### config.mk
export PLATFORM = sky130hd
export DESIGN_NAME = run_ctrl
export DESIGN_NICKNAME = d
export VERILOG_FILES = /design/src/rtl/cpu_ctrl_pkg.sv /design/src/rtl/go_debounce.sv /design/src/rtl/run_ctrl.sv
export SDC_FILE = /design/constraint.sdc
export NUM_CORES = 1
export LEC_CHECK = 0
export ABC_AREA = 1
export CORE_MARGIN = 3
export CORE_UTILIZATION = 39
export DETAILED_ROUTE_END_ITERATION = 7
export HOLD_SLACK_MARGIN = 0.15
export PLACE_DENSITY_LB_ADDON = 0.1
export SLEW_MARGIN = 10
export SYNTH_ARGS = -nofsm -noshare
export SYNTH_HDL_FRONTEND = slang
export SYNTH_SLANG_ARGS = --single-unit
### constraint.sdc
create_clock -name clk -period 1.7 [get_ports clk]
set_input_delay 0.425 -clock clk [delete_from_list [all_inputs] [get_ports clk]]
set_output_delay 0.425 -clock clk [all_outputs]
set_load 0.01 [all_outputs]
### src/rtl/cpu_ctrl_pkg.sv
// Shared definitions for the CPU execution controller: state codes, counter width
// and the print-syscall code used to qualify pause requests.
package cpu_ctrl_pkg;

  typedef enum logic [1:0] {
    ST_RUN  = 2'b00,
    ST_HALT = 2'b01,
    ST_BRK  = 2'b10
  } state_e;

  localparam int          HALT_CNT_W      = 32;
  localparam logic [31:0] PRINT_SYSCALL_V0 = 32'd34;

  // Print syscalls keep running; every other syscall pauses the core.
  function automatic logic is_pause_syscall(input logic syscall, input logic [31:0] v0);
    return syscall && (v0 != PRINT_SYSCALL_V0);
  endfunction

endpackage

### src/rtl/go_debounce.sv
// Resume-button conditioner: two-flop synchronizer, DEB_CYCLES stable-sample
// debouncer and a registered one-cycle pulse on each accepted 0->1 transition.
module go_debounce #(
  parameter int DEB_CYCLES = 16
) (
  input  logic clk,
  input  logic rst,
  input  logic din,
  output logic level,
  output logic rise
);

  localparam int              CNT_W    = (DEB_CYCLES > 1) ? $clog2(DEB_CYCLES) : 1;
  localparam logic [CNT_W-1:0] CNT_LAST = CNT_W'(DEB_CYCLES - 1);

  logic             sync1_q, sync2_q;
  logic             level_q, level_dly_q, rise_q;
  logic [CNT_W-1:0] cnt_q;

  always_ff @(posedge clk or negedge rst) begin
    if (!rst) begin
      sync1_q     <= 1'b0;
      sync2_q     <= 1'b0;
      level_q     <= 1'b0;
      level_dly_q <= 1'b0;
      rise_q      <= 1'b0;
      cnt_q       <= '0;
    end else begin
      sync1_q <= din;
      sync2_q <= sync1_q;
      // Any sample matching the current level restarts the stability count.
      if (sync2_q != level_q) begin
        if (cnt_q == CNT_LAST) begin
          level_q <= sync2_q;
          cnt_q   <= '0;
        end else begin
          cnt_q <= cnt_q + 1'b1;
        end
      end else begin
        cnt_q <= '0;
      end
      level_dly_q <= level_q;
      rise_q      <= level_q & ~level_dly_q;
    end
  end

  assign level = level_q;
  assign rise  = rise_q;

endmodule

### src/rtl/run_ctrl.sv
// Execution controller: derives the PC/regfile enable from syscall pause, resume
// button and optional PC breakpoint (enabled by RUN_CTRL_BREAKPOINT_EN).
module run_ctrl
  import cpu_ctrl_pkg::*;
#(
  parameter int DEB_CYCLES = 16,
  parameter int PC_W       = 32
) (
  input  logic                  clk,
  input  logic                  rst,
  input  logic                  go,
  input  logic                  step,
  input  logic                  pause_req,
  input  logic [PC_W-1:0]       pc,
  input  logic [PC_W-1:0]       bp_addr,
  input  logic                  bp_en,
  output logic                  run,
  output logic [1:0]            state,
  output logic [HALT_CNT_W-1:0] halt_cnt
);

  state_e                  state_q;
  logic [HALT_CNT_W-1:0]   halt_cnt_q, halt_cnt_d;
  logic                    go_level, go_pulse;
  logic                    bp_hit;
  logic                    run_c;
  logic                    unused_ok;

  go_debounce #(
    .DEB_CYCLES(DEB_CYCLES)
  ) u_go_debounce (
    .clk  (clk),
    .rst  (rst),
    .din  (go),
    .level(go_level),
    .rise (go_pulse)
  );

`ifdef RUN_CTRL_BREAKPOINT_EN
  assign bp_hit    = bp_en && (pc == bp_addr);
  assign unused_ok = go_level;
`else
  assign bp_hit    = 1'b0;
  assign unused_ok = ^{go_level, bp_en, bp_addr, pc};
`endif

  // A resume grant ignores pause/breakpoint so the stalled instruction commits.
  always_comb begin
    run_c = 1'b0;
    if (rst) begin
      case (state_q)
        ST_RUN:  run_c = ~pause_req & ~bp_hit;
        default: run_c = go_pulse;
      endcase
    end
  end

  always_ff @(posedge clk or negedge rst) begin
    if (!rst) begin
      state_q <= ST_RUN;
    end else begin
      case (state_q)
        ST_RUN: begin
          if (pause_req)   state_q <= ST_HALT;
          else if (bp_hit) state_q <= ST_BRK;
          else if (step)   state_q <= ST_HALT;
        end
`ifdef RUN_CTRL_BREAKPOINT_EN
        ST_HALT, ST_BRK: begin
`else
        ST_HALT: begin
`endif
          if (go_pulse) state_q <= step ? ST_HALT : ST_RUN;
        end
        default: state_q <= ST_HALT;
      endcase
    end
  end

  always_comb begin
    halt_cnt_d = halt_cnt_q;
    if (!run_c && (halt_cnt_q != {HALT_CNT_W{1'b1}})) halt_cnt_d = halt_cnt_q + 1'b1;
  end

  always_ff @(posedge clk or negedge rst) begin
    if (!rst) halt_cnt_q <= '0;
    else      halt_cnt_q <= halt_cnt_d;
  end

  assign run      = run_c;
  assign state    = state_q;
  assign halt_cnt = halt_cnt_q;

endmodule

==> flow_summary.toml <==
[setup_path]
rrSetupSlack_ps = 140
cp_cell_sequence = "clkdlybuf4s50_1"
r2r_start = "halt_cnt[0]"
arrival_ps = 1240
crit_path_start_kind = "flip-flop"
cp-end-kind = "output port"
cp_top_family = "buffers and inverters"
r2r_end = "halt_cnt[12]"
required_ps = 1270
cp-startpoint = "halt_cnt[12]"
critPathKind = "reg -> out"
critPathSlowestCell = "clkdlybuf4s50_1"
cpPeakStageDelay_ps = 550
cp.buffers_inverters = 1
crit_fanout = 2
rr_worst_depth = 10

[grt]
grt_usage_pct = 19.9
grt_pass1_vias = 2491
grt_overflow_total = 0
grt_max_degree = 43
antenna_found_initial = 0
grt_pass1_wl_um = 11800

[cts]
htree_num_levels = 2
cts_buffers = 5
path_clk_slew_ps = 90
cts.root.buffer_cell = "clkbuf_8"
clock_path_buffers = 2
clock-sinks = 42
cts_hold_buf = 0
clock_latency_ps = 300
cts_tree = "yes"

[drt]
drt-pass1-iter-count = 5
routed_wl_um = 6650
wire_per_inst_um = 12.4
via_per_inst = 4.74
ant_nets = 0
drc = 0
dr_total_vias = 2538
drt_iter0_markers = 108

[logic_synthesis]
yosys-top-cells-count = "nand2_1 (173), nor2_1 (56), dfrtp_1 (42)"
synthArstFlopShare_pct = 100
synth_edf_count = 0
yosysWarnings = 0
syn_nets = 446
syn-mean-instance-area_um2 = 6.85
syn-instance-count = 374
ys_types = 24
synth-seq-cells = 42
synthTopCellsByArea = "dfrtp_1 (41%), nand2_1 (25%), nor2_1 (8.2%)"
synth_largest_area_cell = "dfrtp_1"
syn_area_um2 = 2560
synth_ff_type = "dfrtp_1"
ys_seq_area_share_pct = 41.0
yosysTopAreaCellShare_pct = 41.0
synth.most_common_cell = "nand2_1"

[timing]
fmax_ghz = 0.601
fin_crit_ps = 1670
hold_viol = 0
min_period_over_period_pct = 98.0
drv_slew = 0
worstMarginPinSlew_ps = 532
setup_viol = 0
relSlewSlack_pct = 64.5
rsz0062_at_grt = "true"
skew_ps = 9.68
whs_ps = 297
finalWorstSetupSlack_ps = 34.7

[placed_design]
pre_cts_ws_ps = -407
dp_cells = 494
place.gp.congestion = 0.922
port_buffers = 38
hpwl_um = 4760

[run]
max_cap_viol_count = 0

[die]
die_y_um = 87.1
core_um2 = 6130
initial_utilization_pct = 41.8
fp-row-count = 28
die_area_um2 = 7580
pin_count = 105
die_w_um = 87.1

[power]
total_leakage_power_nw = 1.65
peakVddDrop_uv = 498
power.total_mw = 2.75
power_density_nw_per_um2 = 772

[final_layout]
synthToLayoutAreaGrowth_pct = 39.3
drive_above_1_share_pct = 20.6
final_cells = 536
layout.nets = 532
antenna_cells = 0

[hold_path]
hold_class = "in -> async"

[outcome]
status = "finished, final reports clean"
## cell type report
class | instances | area [um^2]
Clock inverter | 3 | 68.8
Clock buffer | 5 | 68.8
Inverter | 29 | 114
Sequential cell | 42 | 1060
Tap cell | 75 | 93.8
Fill cell | 591 | 2560
Timing Repair Buffer | 84 | 734
Multi-Input combinational cell | 298 | 1430
## through the flow
| stage | setup TNS, ps | utilization, % | area (um^2) |
|---|---|---|---|
| after floorplan | 0 | - | 2560 |
| after global placement | -3570 | 50.3 | 3080 |
| after detailed placement | -4000 | 50.3 | 3080 |
| after CTS | 0 | 56.6 | 3470 |
| after global routing | -66.6 | 58.2 | 3570 |
| final | 0 | 58.2 | 3570 |
## placed cells by master, fill, tap and decap left out, drive strengths merged
cell type	count
a21oi	1
buf	48
bufinv	2
clkbuf	5
clkdlybuf4s50	33
clkinv	1
conb	1
dfrtp	42
dlygate4sd2	2
dlymetal6s2s	1
ha	2
inv	29
nand2	177
nand3	20
nand3b	7
nand4	4
nor2	61
nor3	4
o21ai	4
or2	1
xnor2	8
xor2	8
## report_power, final
group | leakage [nW] | switching [mW] | internal, mW | total [mW]
combinational | 1.04 | 0.341 | 0.320 | 0.661
clock | 0.0683 | 0.380 | 0.589 | 0.969
sequential | 0.547 | 0.0447 | 1.08 | 1.12
## state kept, by name, indices dropped and copies added (netlist names)
register / cells
halt_cnt: 32
u_go_debounce.cnt_q: 4
state: 1
u_go_debounce.level: 1
u_go_debounce.level_dly_q: 1
u_go_debounce.rise: 1
u_go_debounce.sync1_q: 1
u_go_debounce.sync2_q: 1
## metal layers
metal	global-route usage, %	share of wire, %	wire length (um)
met5	0	0	0
met2	31.6	44	2950
met1	27.8	50	3320
met3	3.22	4.2	282
met4	5.67	1.5	103
## cells by family (layout without fill, tap and decap cells)
logic type               after synthesis  count (layout)  synth area share (%)
other                                  1               1                 0.146
adder cells (fa/ha/maj)                2               2                 0.976
AND/OR/NAND/NOR                      274             274                  45.0
flip-flops                            42              42                  41.0
AO/OA/AOI/OAI                          5               5                 0.976
buffers and inverters                 34             121                  6.40
XOR/XNOR                              16              16                  5.47
## worst register-to-register path, delay by kind of cell, from the launching register on
family	cells	cell delay [ps]
fa+ha+maj	1	180
buf+inv	2	220
simple gates	7	700
flops	1	410
## worst max-delay path by stage
stage	cells past startpoint	slack [ps]	end
after floorplan	11	30	halt_cnt[29]
after global placement	5	-370	run
after detailed placement	5	-410	run
after CTS	5	20	run
after global routing	8	-30	halt_cnt[20]
final	1	30	halt_cnt[12]
## what timing repair did
item | 4_1_cts | 5_1_grt
pin swaps | 0 | 8
cloned | 0 | 0
setup endpoints to repair | 33 | 31
buffers inserted | 33 | 1
hold endpoints to repair | 0 | 0
gates resized for setup | 15 | 25
No activity file was read; power rests on OpenSTA's default activity.
==> patch (same settings) <==
The option `RUN_CTRL_BREAKPOINT_EN` is turned on by a define.
--- a/src/rtl/run_ctrl.sv
+++ b/src/rtl/run_ctrl.sv
@@ -1,5 +1,7 @@
 // Execution controller: derives the PC/regfile enable from syscall pause, resume
 // button and optional PC breakpoint (enabled by RUN_CTRL_BREAKPOINT_EN).
+`define RUN_CTRL_BREAKPOINT_EN
+
 module run_ctrl
   import cpu_ctrl_pkg::*;
 #(
Check against the original RTL: not equivalent (Yosys sat finds a counterexample within 4 cycles, from zero or initial values and one cycle with rst low).
==> patch against the unedited design <==
The flow now finishes with violations (setup timing). Worst setup slack worse by 640 ps. Wire length rose to 3.1 times the old value. Cell area up 94%. Critical path type is now input port to primary output. Combinational power rose to 3.6 times the old value. Total power up 67%. Non-clock buffer count up 258. Maximum frequency down 28%. Sequential cell count up 1. Area after synthesis up 29%.
==> patch: results (changes against the unedited design) <==
STA
  • Final setup fails: 35 (+35)
  • Slew headroom: 0.6368 (-0.008444)
  • Final setup margin: -607.9 ps (-642.6 ps)
  • TNS Setup: -15030 ps (-15030 ps)
  • Worst Skew: 14.85 ps (+5.177 ps)

Yosys
  • Asr flop ratio synth: 1.000 (unchanged)
  • Top cells by area, synth: dfrtp_1 (33%), nand2_1 (21%), inv_1 (8.6%), nand3_1 (8.2%), nor2_1 (5.8%)
  • Cells after Synth: 515 (+38%)
  • Most frequent cells after synthesis: nand2_1 (182), inv_1 (76), nand3_1 (54)
  • Synth Net Count: 589 (+32%)
  • Post-synth cell types: 32 (+33%)
  • Sequential-to-total area share from yosys stat: 0.3260 (-0.08415)
  • Top_reg_cell synth: dfrtp_1

Detailed routing
  • Vias: 5456 (+110%)
  • Vias per inst: 5.672 (+20%)
  • DR WL/cell: 21.19 um (+71%)
  • Iter 0 DRT Violations: 467 (+330%)
  • DRT Pass-1 Iters: 7 (+2)

Cells and area
  • Final #Nets: 933 (+75%)
  • Share of cells above drive strength 1: 0.5360 (+0.3300)
  • Area Growth Syn to Fin: 110.2%

Status
  • Result of the run: finished, violations left
  • Failing checks: setup timing

Setup path
  • Worst-path fanout max: 2 (unchanged)
  • Max stage delay on crit path: 230 ps (-320 ps)
  • Worst EP arrival: 1880 ps (+640 ps)
  • Crit path max-delay cell type: clkdlybuf4s15_1

Place
  • Port Buf Inserts: 104 (+170%)
  • Dpl cells: 792 (+60%)
  • Post-DP HPWL: 7.716 mm (+62%)
  • Placer Congestion: 0.8990 (-2.5%)

Power and ir drop
  • Psw: 1.607 mW (+110%)
  • Pleak: 3.814 nW (+130%)
  • Max VDD drop: 0.7924 mV (+59%)

GRT
  • GRT Util Overall: 0.3186 (+0.1200)
  • Largest net degree at the start of global routing: 44 (+2.3%)
  • First-pass GRT wire length: 24.85 mm (+110%)
  • Via count of the first global-routing pass: 5126 (+110%)
  • Antenna violations before repair: 0 (unchanged)

CTS
  • Clk pin slew, worst setup/hold paths: 100 ps
  • Longest Clk Path Bufs: 2 (unchanged)
  • Clk_lat worst skew: 310 ps
  • Total CTS buffers: 5 (unchanged)

Min path
  • Worst hold path type: input port to asynchronous set/reset pin
==> patch: cell type report <==
cell class	instances	area, sq um
Timing Repair Buffer	342	2798
Multi-Input combinational cell	382	2480
Sequential cell	43	1077
Fill cell	343	1028
Inverter	85	324.1
Tap cell	102	127.6
Clock buffer	6	72.57
Clock inverter	2	60.06
==> patch: cells by family after synthesis <==
group                      Yosys count  share of synthesized area
xor gates and xnor gates            31                    0.08226
DFF                                 43                     0.3260
buffers and inverters               92                     0.1092
adders and majority gates            4                    0.01516
and+or+nand+nor                    338                     0.4557
AOI/OAI and AO/OA                    7                    0.01175
==> patch: metrics by stage <==
stage	setup slack (ps)	instance area [sq um]
3_5_place_dp	-997.0	5102
6_report	-607.9	6939
5_1_grt	-701.3	6939
4_1_cts	-257.6	6414
3_3_place_gp	-959.8	5102
2_1_floorplan	-115.5	3407
==> patch: routing by layer <==
metal	wire length, um	GRT usage
met2	9282	0.5550
met5	0	0
met1	6990	0.3701
met3	2246	0.05643
met4	1864	0.1715
==> patch: worst paths after layout <==
| kind | startpoint | to | slack [ps] | cells after the start |
|---|---|---|---|---|
| worst max-delay path | pc[19] | run | -610 | 12 |
| min in group clk | u_go_debounce.sync1_q$_DFF_PN0_ | u_go_debounce.sync2_q$_DFF_PN0_ | 370 | 0 |
| worst min-delay path | rst | halt_cnt[24]$_DFFE_PN0P_ | 300 | 2 |
| worst max register to register | halt_cnt[25]$_DFFE_PN0P_ | halt_cnt[29]$_DFFE_PN0P_ | -360 | 11 |
| worst min register to register | u_go_debounce.sync1_q$_DFF_PN0_ | u_go_debounce.sync2_q$_DFF_PN0_ | 370 | 0 |
| max in group asynchronous | rst | halt_cnt[0]$_DFFE_PN0P_ | 1000 | 2 |
==> patch: critical path, delay by kind of cell <==
kind | cells | cell delay [ps]
buf+inv | 3 | 380
simple gates | 9 | 1070
==> patch: repair_timing <==
item                                    in CTS  in global routing
endpoints found under the setup margin      64                 42
pin swaps                                  102                 61
cloned                                       2                  3
gates resized for setup                    334                108
setup buffers                              142                 16
hold buffers                                 0                  0
==> patch: power by group through the flow <==
stage               clock network, mW  logic, mW  registers (mW)
global placement                    0       1.48            1.24
CTS                             0.965       1.91            1.21
finish                          0.967       2.41            1.22
global route                     1.02       2.53            1.23
floorplan                           0      0.614            1.32
detailed placement                  0       1.51            1.24
